`config.mk`:
```
export PLATFORM = sky130hd
export DESIGN_NAME = weight_decode_reader
export DESIGN_NICKNAME = d
export VERILOG_FILES = /design/src/rtl/weight_decode_reader.sv
export SDC_FILE = /design/constraint.sdc
export NUM_CORES = 1
export LEC_CHECK = 0
export ABC_AREA = 1
export BUFFER_PORTS_ARGS = -buffer_cell sky130_fd_sc_hd__buf_2
export CAP_MARGIN = 10
export CELL_PAD_IN_SITES_DETAIL_PLACEMENT = 2
export CELL_PAD_IN_SITES_GLOBAL_PLACEMENT = 2
export CORE_MARGIN = 10
export CORE_UTILIZATION = 34
export DETAILED_ROUTE_END_ITERATION = 7
export GPL_ROUTABILITY_DRIVEN = 1
export GPL_TIMING_DRIVEN = 0
export PLACE_DENSITY_LB_ADDON = 0.1
export SLEW_MARGIN = 25
export SYNTH_ARGS = -nofsm -noshare
export SYNTH_HDL_FRONTEND = slang
export SYNTH_SLANG_ARGS = --single-unit
```
`constraint.sdc`:
```
create_clock -name clk -period 4.65 [get_ports clk]
set_clock_uncertainty 0.2 [all_clocks]
set_input_delay 0.2325 -clock clk [delete_from_list [all_inputs] [get_ports clk]]
set_output_delay 0.2325 -clock clk [all_outputs]
set_load 0.05 [all_outputs]
```
`src/rtl/weight_decode_reader.sv`:
```
// Reads the compensation slots and reduced weights of one array column,
// rebuilds the 8-bit weights and streams them out row by row.
`timescale 1ns/1ps
module weight_decode_reader #(
  parameter int SIZE            = 8,
  parameter int MEM_SIZE        = SIZE * SIZE,
  parameter int ADDR_WIDTH      = $clog2(MEM_SIZE),
  parameter int CROW_WIDTH      = $clog2(SIZE),
  parameter int CMEM_SIZE       = SIZE * 3,
  parameter int CMEM_ADDR_WIDTH = $clog2(CMEM_SIZE)
) (
  input  logic                       clk,
  input  logic                       rst,
  input  logic                       start,
  input  logic [CROW_WIDTH-1:0]      col,
  output logic                       busy,
  output logic                       wmem_rd_en,
  output logic [ADDR_WIDTH-1:0]      wmem_addr,
  input  logic [4:0]                 wmem_rdata,
  output logic                       cmem_rd_en,
  output logic [CMEM_ADDR_WIDTH-1:0] cmem_addr,
  input  logic [7:0]                 cmem_rdata,
  output logic                       out_valid,
  input  logic                       out_ready,
  output logic [7:0]                 out_weight,
  output logic [CROW_WIDTH-1:0]      out_row,
  output logic                       out_comp_hit,
  output logic                       done,
  output logic                       decode_err
);

  typedef enum logic [2:0] {
    IDLE  = 3'd0,
    C_RD  = 3'd1,
    C_CAP = 3'd2,
    W_RD  = 3'd3,
    W_CAP = 3'd4,
    W_OUT = 3'd5
  } state_t;

  state_t                 state;
  logic [CROW_WIDTH-1:0]  col_reg;
  logic [CROW_WIDTH-1:0]  row_reg;
  logic [1:0]             k_reg;
  // Slot layout: {valid, row[2:0], cw[2:0]}; the cw sign copy is never used.
  logic [6:0]             slot_reg [3];

  logic                   unused_cw_sign;
  assign unused_cw_sign = cmem_rdata[3];

  assign busy = (state != IDLE);

  // Address bases at full width so col*SIZE+row never wraps for col < SIZE.
  logic [ADDR_WIDTH-1:0]      w_base;
  logic [CMEM_ADDR_WIDTH-1:0] c_base;
  logic [CMEM_ADDR_WIDTH-1:0] c_base_in;
  logic [CROW_WIDTH-1:0]      row_inc;
  logic [1:0]                 k_inc;

  assign w_base    = ADDR_WIDTH'(col_reg) * ADDR_WIDTH'(SIZE);
  assign c_base    = CMEM_ADDR_WIDTH'(col_reg) * CMEM_ADDR_WIDTH'(3);
  assign c_base_in = CMEM_ADDR_WIDTH'(col) * CMEM_ADDR_WIDTH'(3);
  assign row_inc   = row_reg + 1'b1;
  assign k_inc     = k_reg + 2'd1;

  logic [2:0] slot_match;

  generate
    for (genvar gi = 0; gi < 3; gi++) begin : g_match
      assign slot_match[gi] = slot_reg[gi][6] &&
                              (CROW_WIDTH'(slot_reg[gi][5:3]) == row_reg);
    end
  endgenerate

  logic       any_match;
  logic [2:0] sel_cw;
  logic       flag;
  logic [3:0] red;
  logic [7:0] dec_weight;
  logic       dec_hit;
  logic       dec_err;

  assign any_match = |slot_match;
  assign flag      = wmem_rdata[4];
  assign red       = wmem_rdata[3:0];
  assign dec_err   = !flag && any_match;

  always_comb begin
    sel_cw = 3'b000;
    if (slot_match[0])
      sel_cw = slot_reg[0][2:0];
    else if (slot_match[1])
      sel_cw = slot_reg[1][2:0];
    else if (slot_match[2])
      sel_cw = slot_reg[2][2:0];
  end

  always_comb begin
    dec_weight = {{3{red[3]}}, red, 1'b0};
    dec_hit    = 1'b0;
    if (flag) begin
      if (any_match) begin
        dec_weight = {red, sel_cw, 1'b0};
        dec_hit    = 1'b1;
      end else begin
        dec_weight = {red, 4'b0000};
      end
    end
  end

  always_ff @(posedge clk) begin
    if (rst) begin
      state        <= IDLE;
      col_reg      <= '0;
      row_reg      <= '0;
      k_reg        <= '0;
      for (int j = 0; j < 3; j++) slot_reg[j] <= '0;
      wmem_rd_en   <= 1'b0;
      wmem_addr    <= '0;
      cmem_rd_en   <= 1'b0;
      cmem_addr    <= '0;
      out_valid    <= 1'b0;
      out_weight   <= '0;
      out_row      <= '0;
      out_comp_hit <= 1'b0;
      done         <= 1'b0;
      decode_err   <= 1'b0;
    end else begin
      done <= 1'b0;
      case (state)
        IDLE: begin
          if (start) begin
            col_reg    <= col;
            k_reg      <= '0;
            for (int j = 0; j < 3; j++) slot_reg[j] <= '0;
            cmem_rd_en <= 1'b1;
            cmem_addr  <= c_base_in;
            state      <= C_RD;
          end
        end
        C_RD: begin
          cmem_rd_en <= 1'b0;
          state      <= C_CAP;
        end
        C_CAP: begin
          for (int j = 0; j < 3; j++)
            if (k_reg == 2'(j)) slot_reg[j] <= {cmem_rdata[7:4], cmem_rdata[2:0]};
          if (k_reg == 2'd2) begin
            row_reg    <= '0;
            wmem_rd_en <= 1'b1;
            wmem_addr  <= w_base;
            state      <= W_RD;
          end else begin
            k_reg      <= k_inc;
            cmem_rd_en <= 1'b1;
            cmem_addr  <= c_base + CMEM_ADDR_WIDTH'(k_inc);
            state      <= C_RD;
          end
        end
        W_RD: begin
          wmem_rd_en <= 1'b0;
          state      <= W_CAP;
        end
        W_CAP: begin
          out_weight   <= dec_weight;
          out_row      <= row_reg;
          out_comp_hit <= dec_hit;
          out_valid    <= 1'b1;
          if (dec_err) decode_err <= 1'b1;
          state        <= W_OUT;
        end
        W_OUT: begin
          if (out_ready) begin
            out_valid <= 1'b0;
            if (row_reg == CROW_WIDTH'(SIZE - 1)) begin
              done  <= 1'b1;
              state <= IDLE;
            end else begin
              row_reg    <= row_inc;
              wmem_rd_en <= 1'b1;
              wmem_addr  <= w_base + ADDR_WIDTH'(row_inc);
              state      <= W_RD;
            end
          end
        end
        default: state <= IDLE;
      endcase
    end
  end

endmodule
```
==> results of run 1 <==
[routing by layer]
layer  track usage (%)  routed length [um]  vias up
met5                 0                   0        -
met4              2.57                  65        0
met3              2.67                 265        5
met2              26.2                4310       32
met1              15.4                3380     1169
li1                  -                   -     1161
[layout make-up]
cell class / count / area share [%]
repair buffers: 46 / 7.28
plain buffers: 7 / 1.01
clock buffers: 5 / 2.13
clock inverters: 3 / 0.813
flip-flops and latches: 56 / 41.2
multi-input cells: 211 / 37.4
inverters: 53 / 6.20
well taps: 102 / 3.95
[power groups by stage]
| stage | sequential (uW) | combinational (uW) | clock [uW] |
|---|---|---|---|
| after floorplan | 637 | 158 | 0 |
| after global placement | 588 | 288 | 0 |
| after detailed placement | 590 | 300 | 0 |
| after CTS | 579 | 302 | 293 |
| after global routing | 585 | 334 | 312 |
| final | 579 | 294 | 285 |
[per-stage QoR]
stage | setup slack, ns | hold WS, ns | power [uW] | instances
floorplan | 2.16 | 0.175 | 795 | 327
global placement | 1.95 | 0.251 | 876 | 474
detailed placement | 1.85 | 0.262 | 890 | 474
CTS | 1.85 | 0.00724 | 1170 | 483
global route | 1.69 | 0.0125 | 1230 | 483
finish | 1.87 | 0.0124 | 1160 | 483
[critical path: cells and delay by family, from the launching register on]
kind	cells	cell delay (ns)
flops	1	0.35
xor+xnor	1	0.26
compound gates	3	0.26
fa+ha+maj	4	1.28
buf+inv	4	0.31
[cell families after synthesis]
group | count (synthesis) | synth area share, %
muxes | 1 | 0.362
and+or+nand+nor | 123 | 20.3
xor gates and xnor gates | 2 | 0.634
DFF | 56 | 48.1
other | 1 | 0.136
AOI/OAI and AO/OA | 68 | 14.0
buffers and inverters | 60 | 8.42
adders and majority gates | 16 | 8.05
[timing repair]
item	in CTS	in global routing
endpoints found under the setup margin	0	0
hold buffers	1	0
setup buffers	0	0
hold endpoints to repair	1	0
[cells in the mapped netlist, types with 2 or more instances]
cell type	number	area, um2
a22o_1	3	26.3
a21oi_1	31	155
dfxtp_1	35	701
inv_2	6	22.5
nor3_1	2	10.0
nor2_1	40	150
nand3_1	12	60.1
nor2_2	3	18.8
o21ai_1	4	20.0
nand2_2	2	12.5
o21ai_0	17	85.1
edfxtp_1	21	631
nand2_1	54	203
nand3_2	2	20.0
nor2_4	3	33.8
clkbuf_1	4	15.0
a211oi_1	6	45.0
a21oi_2	2	17.5
inv_1	46	173
fa_1	3	60.1
a31oi_1	2	12.5
ha_1	13	163
nand2_4	2	22.5
buf_2	2	10.0
[final timing paths]
kind / startpoint / to / slack, ns / cells after the start
worst max-delay path: k_reg[0] / cmem_addr[3] / 1.87 / 12
worst min register to register: out_comp_hit / out_comp_hit / 0.28 / 2
worst min-delay path: col[0] / cmem_addr[0] / 0.01 / 3
worst max register to register: k_reg[0] / cmem_addr[3] / 1.87 / 12
==> key figures, run 1 <==
CTS
  – Post-CTS Resized: 0
  – Maximum root-to-sink buffer count: 2
  – CTS buffer count: 5
  – CTS tree: done
  – CTS root buffer: clkbuf_8
  – Clk Latency, worst-skew pair: 0.32 ns
  – Worst-path clk slew: between 0.1 and 0.15 ns
  – Clk sink count: 56
  – Htree depth: 2

Cells and area
  – Ant diodes: 0
  – P&R area growth vs syn: 16.8%
  – Area of the multi-input gates: 1210 um2
  – Fin util: 41.4%
  – Final Cell Area: between 3000 and 4000 um2
  – Commonest non-fill, non-tap cells in the layout: nand2_1, buf_2, inv_1
  – Share of layout cells above drive strength 1: 21.0%
  – Register Area: 1330 um2
  – Final nets: roughly 420
  – Commonest non-fill, non-tap cell in the layout: nand2_1
  – Fillers: a little over 900
  – Flip-flop count of the largest register after layout: 21

Synth
  – Main flop type after synthesis: dfxtp_1
  – Netlist cell types: 36
  – Seq cells post-synth: 56
  – Synthesized Nets: roughly 360
  – EDFF count, synth: 21
  – Synth Instances: between 300 and 400
  – Async SR Flop Fraction: 0%
  – Sequential area share after synthesis: about half
  – Yosys warnings: 0
  – Mapped Area: approximately 2800 um2
  – Synthesized area per cell: approximately 8.5 um2

Drt
  – Via density per instance: ~4.9
  – Drt wl/cell: between 15 and 20 um
  – Detail Route Antenna Nets: 0
  – Final wirelength: between 8000 and 9000 um
  – DRT iter0 DRCs: 56
  – Residual DRC: 0
  – Via Count: between 2000 and 2500
  – Detailed Routing Iterations Pass 1: 4

Die
  – Die Height: between 100 and 150 um
  – Die width: roughly 110 um
  – Cell Rows: 32
  – Ports: 49
  – Initial Util: ~35%
  – Die Footprint: 12100 um2
  – Area of the core: between 7000 and 8000 um2

Pwr
  – Pwr/cell area: approximately 360 nW/um2
  – Int Pwr: around 750 uW
  – Static Leak: 0.00152 uW
  – Reg power frac: between 50% and 60%
  – Switching power total: a little over 400 uW
  – Max rail drop VDD: approximately 0.00016 V
  – Clock power frac: 24.6%
  – Switching Share: 35.5%
  – Combinational fraction of design power: 25.4%

Critical path
  – Kind of critical path: register to register
  – Worst-path fanout max: 5
  – Crit path cell chain: inv_1 > ha_1 > inv_1 > fa_1 > inv_1 > ha_1 > inv_1 > fa_1 > xor2_1 > a21oi_2 > o21ai_1 > a21oi_1
  – Startpoint types: register
  – Worst setup EP type: register
  – Critical-path top delay cell: fa_1
  – Worst path max stage delay: 0.40 ns
  – CP required: about 4.6 ns
  – Worst path arrival time: about 2.8 ns
  – Most used cell, CP: inv_1

Global route
  – Vias in the first global route: around 2600
  – Largest net degree at the start of global routing: 20
  – First-pass GRT wire length: 13100 um
  – Gr usage total: between 10% and 20%
  – Initial antenna violation count: 0
  – Global route total overflow: 0

Timing
  – Final hold vios: 0
  – # setup viols final: 0
  – Worst Tran Pin Value: slightly above 0.9 ns
  – Slew Viols, Final: 0
  – Crit share post-route: about three fifths
  – Post-Route Setup TNS: 0 ns
  – RSZ-0062 raised after global routing: no
  – Tmin final: about 2.8 ns
  – FMAX: 0.360 GHz
  – Slew margin rel.: 38.6%

Place
  – Dpl hpwl: approximately 6400 um
  – PortBufs: 45
  – Gp weighted congestion: around 0.76
  – Cell Area, Placed: approximately 3100 um2

Run status
  – Outcome: finished, final reports clean

Flow run
  – Max-cap check violation count: 0

Worst hold path
  – Min-Delay Path Class: input port to register
(Power assumes the default switching activity.)
==> run 2, diff against run 1 <==
CORE_UTILIZATION = 33   (was 34)
clock period = 2.82 ns   (was 4.65 ns; I/O delays follow)
==> run 2 against run 1 <==
  * Critical path depth did not move
  * Setup slack got worse by 1.6 ns
  * Wire length fell by 0.11%
  * Cell count grew 3.5%
  * Sequential share of layout area down 2.0 points
  * Clock power grew 68%
  * Die area grew 2.5%
  * Power is 67% higher
  * Global-route usage down 0.44 points
  * First-iteration DRC count fell by 7.1%
  * Sequential power rose by 65%
  * Design area rose by 5.2%
==> key figures, run 2 (synthesis results as in run 1) <==
Drt
  – Residual DRC: 0
  – Detail Route Antenna Nets: 0
  – Via density per instance: 4.80
  – Detailed Routing Iterations Pass 1: 4
  – Drt wl/cell: between 15 and 20 um
  – Via Count: 2400
  – Final wirelength: ~8000 um
  – DRT iter0 DRCs: 52

Die
  – Die width: around 110 um
  – Area of the core: 8180 um2
  – Die Height: around 110 um
  – Ports: 49
  – Cell Rows: 33
  – Initial Util: around a third
  – Die Footprint: approximately 12000 um2

Timing
  – Tmin final: 2.59 ns
  – # setup viols final: 0
  – FMAX: 0.385 GHz
  – RSZ-0062 raised after global routing: no
  – Final hold vios: 0
  – Worst Slack Setup Final: roughly 0.23 ns
  – Slew margin rel.: roughly two fifths
  – Post-Route Setup TNS: 0 ns
  – Crit share post-route: slightly above 90%
  – Slew Viols, Final: 0
  – Worst Tran Pin Value: 0.907 ns

Critical path
  – R2R Setup Slk: roughly 0.23 ns
  – CP required: between 2 and 3 ns
  – Reg2reg end: cmem_addr[3]
  – Kind of critical path: register to register
  – Worst path arrival time: around 2.7 ns
  – RR Startpoint: k_reg[1]
  – Worst setup EP type: register
  – Startpoint types: register
  – CP Launch Point: k_reg[1]
  – FF-to-FF path depth: 12
  – Worst-path fanout max: 3

Pwr
  – Max rail drop VDD: ~0.00026 V
  – Pwr/cell area: 570 nW/um2
  – Static Leak: approximately 0.0016 uW

Place
  – PortBufs: between 40 and 50
  – Cell Area, Placed: 3130 um2
  – Dpl hpwl: 6310 um
  – Gp weighted congestion: ~0.72
  – Worst slack, placed: 0.0740 ns
  – DP Cell Count: around 480

CTS
  – CTS tree: done
  – Htree depth: 2
  – Maximum root-to-sink buffer count: 2
  – Worst-path clk slew: around 0.11 ns
  – Clk Latency, worst-skew pair: 0.32 ns
  – CTS buffer count: 5
  – Post-CTS Setup Bufs: 0
  – CTS root buffer: clkbuf_8
  – Clk sink count: 56

Global route
  – Vias in the first global route: around 2700
  – Largest net degree at the start of global routing: 18
  – Gr usage total: about an eighth
  – First-pass GRT wire length: ~14000 um
  – Global route total overflow: 0
  – Initial antenna violation count: 0

Cells and area
  – Final non-filler cell total: 500
  – Commonest non-fill, non-tap cells in the layout: nand2_1, buf_2, inv_1
  – Flip-flop count of the largest register after layout: 21
  – Ant diodes: 0
  – Fillers: 945
  – Final nets: 430
  – Final Cell Area: 3400 um2
  – Commonest non-fill, non-tap cell in the layout: nand2_1
  – Share of layout cells above drive strength 1: 21.5%
  – P&R area growth vs syn: 22.9%

Worst hold path
  – Worst hold stages: 3
  – Min-Delay Path Class: input port to register
  – WHS Endpoint: slot_reg[0][19]
  – Worst Hold Launch: cmem_rdata[6]

Flow run
  – Max-cap check violation count: 0

Run status
  – Outcome: finished, final reports clean
run 2: where the power goes:
group | total (uW) | leakage [uW] | internal [uW] | switching, uW
combinational | 504 | 0.00102 | 157 | 347
sequential | 954 | 0.000514 | 911 | 42.3
clock | 479 | 0.0000516 | 202 | 277
total | 1940 | 0.00158 | 1270 | 666
run 2: worst max-delay path by stage:
| stage | end | slack, ns | cells after the start |
|---|---|---|---|
| final | cmem_addr[3] | 0.23 | 12 |
| after global routing | cmem_addr[3] | 0.05 | 12 |
| after floorplan | cmem_addr[3] | 0.33 | 12 |
| after global placement | cmem_addr[3] | 0.10 | 12 |
| after detailed placement | cmem_addr[3] | 0.07 | 12 |
| after CTS | cmem_addr[3] | 0.05 | 12 |
run 2: critical path, cell delays in order, from the launching register on:
cell and delay, ns:
dfxtp_2 0.34, inv_1 0.08, ha_4 0.28, inv_1 0.04
fa_1 0.44, inv_1 0.07, ha_1 0.16, inv_1 0.06
fa_2 0.35, xor2_2 0.16, a21oi_2 0.13, o21ai_1 0.09
a21oi_1 0.13
run 2: per-layer routing:
layer  GRT usage, %  part of all wire, %  vias up
li1               -                    -     1194
met3           3.22                  4.0        6
met4           2.83                 0.80        0
met2           25.0                   53       35
met5              0                    0        -
met1           14.6                   42     1165
run 2: layout make-up:
class / instances / area [um2] / area share, %
Sequential cell: 56 / 1330 / 39.2
Multi-Input combinational cell: 211 / 1230 / 36.2
Timing Repair Buffer: 60 / 375 / 11.0
Inverter: 53 / 200 / 5.89
Tap cell: 105 / 131 / 3.86
Clock buffer: 6 / 82.6 / 2.43
Buffer: 7 / 32.5 / 0.957
Clock inverter: 2 / 13.8 / 0.405
run 2: timing repair:
| item | CTS | global route |
|---|---|---|
| endpoints found under the setup margin | 0 | 1 |
| hold buffers | 15 | 0 |
| resized for setup | 0 | 5 |
| hold endpoints to repair | 27 | 0 |
run 2: metrics by stage:
stage	hold slack [ns]	power [uW]	utilization (%)
floorplan	0.0840	1310	-
global placement	0.213	1440	38.2
detailed placement	0.249	1460	38.3
CTS	0.00107	1950	41.3
global route	0.0241	2060	41.6
finish	0.00354	1940	41.6
